===== config.mk =====
export PLATFORM = sky130hd
export DESIGN_NAME = alpu_cache_client
export DESIGN_NICKNAME = d
export VERILOG_FILES = /design/src/rtl/alpu_cache_client.sv
export SDC_FILE = /design/constraint.sdc
export NUM_CORES = 1
export LEC_CHECK = 0
export CELL_PAD_IN_SITES_DETAIL_PLACEMENT = 1
export CELL_PAD_IN_SITES_GLOBAL_PLACEMENT = 2
export CORE_UTILIZATION = 27
export DETAILED_ROUTE_END_ITERATION = 16
export GPL_ROUTABILITY_DRIVEN = 0
export PLACE_DENSITY_LB_ADDON = 0.1
export SLEW_MARGIN = 0
export SYNTH_ARGS = -nofsm -noshare
export SYNTH_HDL_FRONTEND = slang
export SYNTH_SLANG_ARGS = --single-unit

===== constraint.sdc =====
create_clock -name clk -period 3.2 [get_ports clk]
set_input_delay 0.8 -clock clk [delete_from_list [all_inputs] [get_ports clk]]
set_output_delay 0.8 -clock clk [all_outputs]
set_load 0.1 [all_outputs]

===== src/rtl/alpu_cache_client.sv =====
// alpu_cache_client: requester-side controller for the ALPU operand cache port.
// Accepts one read/write request at a time, issues it to the cache with a
// bounded number of retries, and returns data/completion plus an error flag.
module alpu_cache_client #(
  parameter int unsigned DATA_WIDTH = 16,
  parameter int unsigned ADDR_WIDTH = 8,
  parameter int unsigned MAX_RETRY  = 4
) (
  input  logic                  clk,
  input  logic                  reset,
  input  logic                  req_valid_i,
  output logic                  req_ready_o,
  input  logic                  req_we_i,
  input  logic [ADDR_WIDTH-1:0] req_addr_i,
  input  logic [DATA_WIDTH-1:0] req_wdata_i,
  output logic                  rsp_valid_o,
  input  logic                  rsp_ready_i,
  output logic [DATA_WIDTH-1:0] rsp_rdata_o,
  output logic                  rsp_we_o,
  output logic                  rsp_err_o,
  output logic [ADDR_WIDTH-1:0] cache_addr_o,
  output logic [DATA_WIDTH-1:0] cache_wdata_o,
  output logic                  cache_ce_o,
  output logic                  cache_we_o,
  input  logic [DATA_WIDTH-1:0] cache_rdata_i,
  input  logic                  cache_rvalid_i,
  input  logic                  cache_wack_i,
  output logic [15:0]           stat_retry_o
);

  localparam int unsigned CW = $clog2(MAX_RETRY) + 1;
  localparam logic [CW-1:0] LAST_ATTEMPT = CW'(MAX_RETRY - 1);

  typedef enum logic [1:0] {
    IDLE  = 2'd0,
    ISSUE = 2'd1,
    RESP  = 2'd2
  } state_t;

  state_t                state;
  state_t                state_next;
  logic                  we;
  logic [ADDR_WIDTH-1:0] addr;
  logic [DATA_WIDTH-1:0] wdata;
  logic [DATA_WIDTH-1:0] rdata;
  logic                  err;
  logic [CW-1:0]         attempt;
  logic [15:0]           stat;

  logic accept;
  logic qual;
  logic hit;
  logic miss;
  logic give_up;

  // Handshake and qualifier decode; next-state selection
  always_comb begin
    state_next = state;
    accept     = (state == IDLE) && req_valid_i;
    qual       = we ? cache_wack_i : cache_rvalid_i;
    hit        = (state == ISSUE) && qual;
    miss       = (state == ISSUE) && !qual;
    give_up    = miss && (attempt == LAST_ATTEMPT);
    case (state)
      IDLE:    if (accept) state_next = ISSUE;
      ISSUE:   if (hit || give_up) state_next = RESP;
      RESP:    if (rsp_ready_i) state_next = IDLE;
      default: state_next = IDLE;
    endcase
  end

  // State register
  always_ff @(posedge clk or posedge reset) begin
    if (reset) state <= IDLE;
    else       state <= state_next;
  end

  // Request latch, attempt counter and response capture
  always_ff @(posedge clk or posedge reset) begin
    if (reset) begin
      we      <= 1'b0;
      addr    <= '0;
      wdata   <= '0;
      rdata   <= '0;
      err     <= 1'b0;
      attempt <= '0;
    end else if (accept) begin
      we      <= req_we_i;
      addr    <= req_addr_i;
      wdata   <= req_wdata_i;
      attempt <= '0;
    end else if (hit) begin
      rdata <= we ? '0 : cache_rdata_i;
      err   <= 1'b0;
    end else if (give_up) begin
      rdata <= '0;
      err   <= 1'b1;
    end else if (miss) begin
      attempt <= attempt + 1'b1;
    end
  end

  // Saturating count of refused attempts
  always_ff @(posedge clk or posedge reset) begin
    if (reset)                    stat <= '0;
    else if (miss && stat != '1)  stat <= stat + 16'd1;
  end

  // Outputs are decoded from registered state and holding fields only
  assign req_ready_o   = (state == IDLE);
  assign rsp_valid_o   = (state == RESP);
  assign rsp_rdata_o   = rdata;
  assign rsp_we_o      = we;
  assign rsp_err_o     = err;
  assign cache_ce_o    = (state == ISSUE);
  assign cache_we_o    = (state == ISSUE) && we;
  assign cache_addr_o  = addr;
  assign cache_wdata_o = wdata;
  assign stat_retry_o  = stat;

endmodule


# --- Word-level counts from Yosys, hierarchy flattened ---
# Index checks and enable logic that the tools add are counted.
totals:
  reg_bits: 63
  inputBits: 47
  out_inout_bits: 62
  elab_cells: 48
op_classes:
  addsub: 2
  eq_ne: 9
  muxes: 14
  bitwise_logic: 1
  n_reduce_logical: 14
ops:
  columns: ["cell", "count"]
  rows:
  - ["$mux W16", 3]
  - ["$add A16 B1 Y16 const B", 1]
  - ["$ne A16 B16 Y1 const B", 1]
  - ["$mux W3", 4]
  - ["$logic_and A1 B1 Y1", 6]
  - ["$mux W2", 3]
  - ["$ne A2 B1 Y1 const B", 3]
  - ["$pmux W2 S3", 1]
  - ["$reduce_and A3 Y1", 2]
  - ["$ne A2 B2 Y1 const B", 2]
  - ["$reduce_bool A2 Y1", 2]
  - ["$add A3 B1 Y3 const B", 1]
  - ["$eq A3 B2 Y1 const B", 1]
  - ["$mux W1", 3]
  - ["$eq A2 B1 Y1 const B", 1]
  - ["$eq A2 B2 Y1 const B", 1]
  - ["$logic_not A2 Y1", 1]
  - ["$reduce_and A2 Y1", 1]
  - ["$logic_not A1 Y1", 1]
  - ["$logic_or A1 B1 Y1", 1]
  - ["$not A1 Y1", 1]

# --- Longest topological paths before layout ---
# Gate-level depths: netlist of the first run.
depth:
  ltp_word: 7
  depth_mapped: 6
  ltp_nobuf: 5

# --- Worst setup path after synthesis of the first run ---
# No wires, ideal clock.
synth_timing:
  kind: "reg-to-output"
  start: "register state[1]"
  end: "output cache_we_o"
  arrival_ps: 2104
  t_required_ps: 2400
  setup_slack_ps: 296
  stages_incl_launch_ff: 4
  path_buffers: 0
  path_cell_list: "dfrtp_1 > nand2b_1 > inv_1 > and2_1"
synth_via:
  elab_chain_len: 2
synth_lines:
  columns: ["element", "line", "text"]
  rows:
  - ["start: declaration", "40", "state_t state;"]
  - ["start signal: assignment", "75", "else state <= state_next;"]
  - ["$eq A2 B1 Y1", null, null]
  - ["named net cache_ce_o", "23", "output logic cache_ce_o,"]
  - ["$logic_and A1 B1 Y1", "116", "assign cache_we_o = (state == ISSUE) && we;"]
  - ["end: declaration", "24", "output logic cache_we_o,"]
# The timed path passes the listed nets, and every way through them passes these cells.

# --- Worst setup path after layout of the first run ---
layout_timing:
  start: "register state[1]"
  end: "output cache_we_o"
layout_via:
  elab_chain_len: 2
layout_lines:
  columns: ["element", "line"]
  rows:
  - ["$eq A2 B1 Y1", "116"]
  - ["$logic_and A1 B1 Y1", "116"]
# Every way passes these cells.

==> results of run 1 <==
==> area by class of cell <==
class                      instances  area, µm²
fill                            1053       5420
sequential                        63       1580
inverter                           7       26.3
clock buffer                      13        169
tap                              129        161
timing repair buffer             112        956
multi-input combinational        172        978
clock inverter                     3       40.0
==> registers in the layout, indices dropped and copies added (netlist names) <==
signal         cells
cache_addr_o       8
cache_wdata_o     16
attempt            3
rsp_we_o           1
state              2
rsp_rdata_o       16
stat_retry_o      16
rsp_err_o          1
==> final timing paths <==
kind | from | endpoint | slack [ps] | cells past startpoint
setup / recovery | state[1] | cache_we_o | 870 | 4
hold / removal | cache_addr_o[4] | cache_addr_o[4] | 480 | 2
setup reg to reg | stat_retry_o[0] | stat_retry_o[7] | 1300 | 5
hold reg to reg | cache_addr_o[4] | cache_addr_o[4] | 480 | 2
max in group asynchronous | reset | stat_retry_o[6] | 1630 | 3
min in group asynchronous | reset | cache_addr_o[1] | 840 | 2
==> per-layer routing <==
layer / share of wire, % / GRT usage (%) / up-vias
met3: 7.8 / 5.48 / 9
met2: 44 / 22.3 / 75
met4: 1.5 / 6.35 / 0
met1: 47 / 19.1 / 1059
li1: - / - / 1074
met5: 0 / 0 / -
==> cell families after synthesis <==
group,count (synthesis),synth area share (%)
AOI/OAI and AO/OA,27,8.12
xor gates and xnor gates,14,4.68
adders and majority gates,3,1.43
buffers and inverters,15,2.48
DFF,63,60.2
muxes,4,1.62
and+or+nand+nor,124,21.5
==> per-stage QoR <==
stage | cell area (µm²) | setup WS (ps) | hold slack [ps] | utilization [%]
2_1_floorplan | 2620 | 296 | 500 | -
3_3_place_gp | 3700 | 743 | 459 | 39.7
3_5_place_dp | 3700 | 648 | 467 | 39.7
4_1_cts | 3910 | 834 | 490 | 41.9
5_1_grt | 3910 | 739 | 504 | 41.9
6_report | 3910 | 873 | 481 | 41.9
==> synthesized netlist by cell type (all sizes together), types with 4 or more instances <==
| master | instances |
|---|---|
| nor2 | 4 |
| nand3 | 5 |
| a22o | 16 |
| clkbuf | 6 |
| xnor2 | 8 |
| dfrtp | 63 |
| xor2 | 6 |
| nand4 | 5 |
| nand2 | 86 |
| nor4 | 4 |
| nor3 | 4 |
| inv | 7 |
| o21ai | 5 |
==> critical path, delay by kind of cell, from the launching register on <==
kind	cells	cell delay (ps)
flip-flops	1	400
AND/OR/NAND/NOR	2	360
buffers and inverters	2	450
==> metrics.md, run 1 <==
| Metric | Value |
|---|---|
| Remaining DRCs | 0 |
| Hold_buf cts | 0 |
| Max_cap viols | 0 |
| Most frequent cells in the layout | nand2_1 (86), buf_4 (66), dfrtp_1 (63) |
| Root Driver | clkbuf_8 |
| Endpoints failing setup | 0 |
| Total gr overflow | 0 |
| Die Area | 0.0101 mm² |
| Vias | around 2200 |
| Clock-pin slew on the worst setup and hold paths | around 70 ps |
| Worst setup EP type | primary output |
| Pin count of the biggest net entering global routing | 28 |
| Slowest cell on the critical path | dfrtp_1 |
| Max-slew violations | 0 |
| Rows | 35 |
| H-tree levels | 3 |
| Number of port buffers | 108 |
| CP Launch Type | register |
| Cell count after synthesis | 250 |
| Yosys warning count | 0 |
| Syn_nets | 300 |
| Drt total wl | between 7000 and 8000 µm |
| # Post-CTS Setup Buffers | 0 |
| Top post-synthesis cells by area | dfrtp_1 (60%), nand2_1 (12%), a22o_1 (5.3%) |
| Yosys top cell area share | 60.2% |
| Synth cell types | 34 |
| Vias in the first global route | 2293 |
| Clock Path Buffers | 2 |
| CTS Buf Count | 9 |
| Num ports | 109 |
| Share of cells above drive strength 1 | 23.8% |
| Area growth, synth to finish | 49.1% |
| Setup tns final | 0 ps |
| EDFF count, synth | 0 |
| Die Ht | 101 µm |
| Antenna violations before repair | 0 |
| CP cell instances | nand2b_1 -> inv_1 -> and2_1 -> buf_4 |
| Worst-skew pair later-pin latency | 330 ps |
| Post-DR wirelength/cell | around 14 µm |
| Tmin final | 2330 ps |
| Starting Density | ~28% |
| Ys async rst share | 100% |
| Drt via density | 4.44 |
| CTS tree | yes |
| Antenna cells | 0 |
| Worst Skew | 8.10 ps |
| WS Path Type | reg2out |
| DP Wirelength | around 5100 µm |
| Status | completed |
| Non-filler cells, final | 499 |
| Commonest non-fill, non-tap cell in the layout | nand2_1 |
| Flip-flop and latch count after synthesis | 63 |
| Crit-path max FO | 5 |
| Primary FF master, synth | dfrtp_1 |
| Synth area leader | dfrtp_1 |
| CTS sink cnt | 63 |
| Synthesized area | 0.00262 mm² |
| Post-CTS sizing | 0 |
| Initial DRC Count | 34 |
| Worst Path Required | between 2000 and 2500 ps |
| FMAX | 430 MHz |
| Final hold violation count | 0 |
| Detailed Routing Iterations Pass 1 | 4 |
| # placed instances | between 400 and 500 |
| Post-route ant nets | 0 |
| Syn_area_per_cell | 10.5 µm² |
| Aggregate global-route resource usage | 14.8% |
| Period utilization | 72.7% |
| Final Net Count | 415 |
| Worst Path Arrival | 1530 ps |
| Chip Width | 101 µm |
| Worst slew pin tran | 1050 ps |
| Max stage delay on crit path | 400 ps |
| Seq/Total Area, Yosys | 60.2% |
| Global-route wire length before repair | 11400 µm |
| Max_slew headroom | between 20% and 30% |
| Core footprint | between 0.009 and 0.01 mm² |
| Worst Hold Class | reg2reg |
| RSZ-0062 raised after global routing | false |
Power of run 1 is left out: the tool's default activity adds up to more than one toggle a clock period on the data nets, which glitch-free logic cannot reach.
==> run 2: changes to the inputs <==
- CORE_UTILIZATION: 27 -> 25
- clock period: 3.2 -> 2.2 ns (I/O delays scaled with it)
==> run 2 against run 1 <==
  * Clock skew up 4.5 ps
  * Sequential cell count is the same
  * Non-clock buffer count increased by 5
  * Critical path type unchanged
  * Critical path depth stayed put
  * Sequential share of layout area fell by 1.0 points
  * Hold slack worse by 1.8 ps
==> metrics.md, run 2 (synthesis gave the netlist of run 1 again) <==
| Metric | Value |
|---|---|
| Status | completed |
| H-tree levels | 3 (unchanged) |
| Antenna violations before repair | 0 (unchanged) |
| WS Path Type | reg2out |
| Starting Density | 25.6% (-2.5 points) |
| Slowest cell on the critical path | dfrtp_1 |
| Setup ws final | 180 ps (-693 ps) |
| Wire length on met1 | 3190 µm (-4.1%) |
| Crit-path max FO | 5 (unchanged) |
| Max-slew violations | 0 (unchanged) |
| Clock-pin slew on the worst setup and hold paths | 70 ps (about the same) |
| Setup tns final | 0 ps (unchanged) |
| Final Net Count | 420 (+1.2%) |
| Commonest non-fill, non-tap cell in the layout | nand2_1 |
| Drt via density | 4.39 (-1.2%) |
| Worst slew pin tran | 347 ps (-700 ps) |
| Detailed Routing Iterations Pass 1 | 4 (unchanged) |
| Final hold violation count | 0 (unchanged) |
| Reg area | 0.00159 mm² (+1.0%) |
| Drt total wl | 7450 µm (+5.3%) |
| CP cell instances | nand2b_2 -> clkinvlp_4 -> and2_4 -> buf_12 |
| Period utilization | about 92% |
| CTS Buf Count | 9 (unchanged) |
| Remaining DRCs | 0 (unchanged) |
| Buf/Inv on CP | 2 (unchanged) |
| Aggregate global-route resource usage | 14.8% (-0.054 points) |
| Vias | 2244 (+1.2%) |
| CTS tree | yes |
| Total gr overflow | 0 (unchanged) |
| RSZ-0062 raised after global routing | false |
| Layout Utilization | 39.6% (-2.3 points) |
| Clock Path Buffers | 2 (unchanged) |
| CP top delay family | simple AND/OR/NAND/NOR gates |
| Met2 WL | 3580 µm (+16%) |
| Multi-input gate area in the final layout | 986 µm² (+0.77%) |
| Max stage delay on crit path | 410 ps (about the same) |
| DP Wirelength | 5340 µm (+5.8%) |
| # Post-CTS Setup Buffers | 0 (unchanged) |
| CP Launch Type | register |
| Met3 WL | 606 µm (+10%) |
| Endpoints failing setup | 0 (unchanged) |
| Global-route wire length before repair | 12400 µm (+8.4%) |
| Max_slew headroom | 76.8% (+47 points) |
| Pin count of the biggest net entering global routing | 64 (+130%) |
| Antenna cells | 0 (unchanged) |
| Share of cells above drive strength 1 | 29.1% (+5.3 points) |
| Fillers | 1176 (+12%) |
| Core footprint | 0.0102 mm² (+9.7%) |
| Post-DR wirelength/cell | 14.6 µm (+2.8%) |
| Pre-CTS setup slack | 9.33 ps (-639 ps) |
| Max_cap viols | 0 (unchanged) |
| Worst Path Arrival | 1470 ps (-60 ps) |
| CTS sink cnt | 63 (unchanged) |
| Die Area | 0.0109 mm² (+7.8%) |
| Die Ht | 104 µm (+3.8%) |
| FMAX | 495 MHz |
| Tmin final | 2020 ps |
| DR top layer | met4 |
| Worst Skew | 12.6 ps (+4.47 ps) |
| Worst Hold Class | reg2reg |
| Worst Path Required | 1650 ps (-750 ps) |
| Area growth, synth to finish | 54.6% |
| Num ports | 109 (unchanged) |
| Worst setup EP type | primary output |
| Post-route ant nets | 0 (unchanged) |
| Initial DRC Count | 74 (+120%) |
| Worst-skew pair later-pin latency | 340 ps (about the same) |
| Rows | 37 (+5.7%) |
| Root Driver | clkbuf_8 |
| Most frequent cells in the layout | nand2_1 (86), buf_4 (66), dfrtp_1 (50) |
| Number of port buffers | 108 (unchanged) |
| Vias in the first global route | 2427 (+5.8%) |
| Chip Width | 104 µm (+3.8%) |
==> run 2: changes by cell type in the layout (fill, tap and decap cells not counted), moves of 2 or more <==
cell | before | now
dfrtp_2 | 0 | 13
buf_12 | 0 | 5
clkbuf_8 | 12 | 10
dfrtp_1 | 63 | 50
==> run 2: repair_timing <==
item | CTS | global route
gates resized for setup | 0 | 1
hold buffers | 0 | 0
setup endpoints to repair | 0 | 1
==> run 2: layer usage <==
layer | GRT usage, % | vias up
li1 | - | 1080
met1 | 17.8 | 1102
met2 | 23.6 | 57
met3 | 6.20 | 5
met4 | 5.20 | 0
met5 | 0 | -
==> run 2: final timing paths <==
path | startpoint | end | slack (ps) | cells past startpoint
max in group asynchronous | reset | stat_retry_o[0] | 1280 | 3
setup / recovery | state[1] | cache_we_o | 180 | 4
hold / removal | cache_wdata_o[6] | cache_wdata_o[6] | 480 | 2
hold reg to reg | cache_wdata_o[6] | cache_wdata_o[6] | 480 | 2
min in group asynchronous | reset | rsp_rdata_o[13] | 600 | 3
setup reg to reg | stat_retry_o[6] | stat_retry_o[1] | 370 | 4
==> run 2: worst register-to-register path: stages, from the launching register on <==
cell	delay, ps
dfrtp_2	430
nand4_1	150
or4_4	620
o21ai_2	190
mux2_1	330
==> run 2: layout make-up <==
class                      instances  share of cell area, %
tap                              136                   4.20
sequential                        63                   39.3
timing repair buffer             117                   26.1
clock inverter                     4                   1.73
clock buffer                      12                   3.58
inverter                           7                  0.741
multi-input combinational        172                   24.3
==> run 2: through the flow <==
stage / instances / cell area [µm²] / hold WS (ps)
after global routing: 511 / 4050 / 512
after CTS: 511 / 4050 / 484
final: 511 / 4050 / 479
after global placement: 495 / 3830 / 460
after detailed placement: 495 / 3830 / 464
after floorplan: 250 / 2650 / 500
Power of run 2 is left out for the same reason.
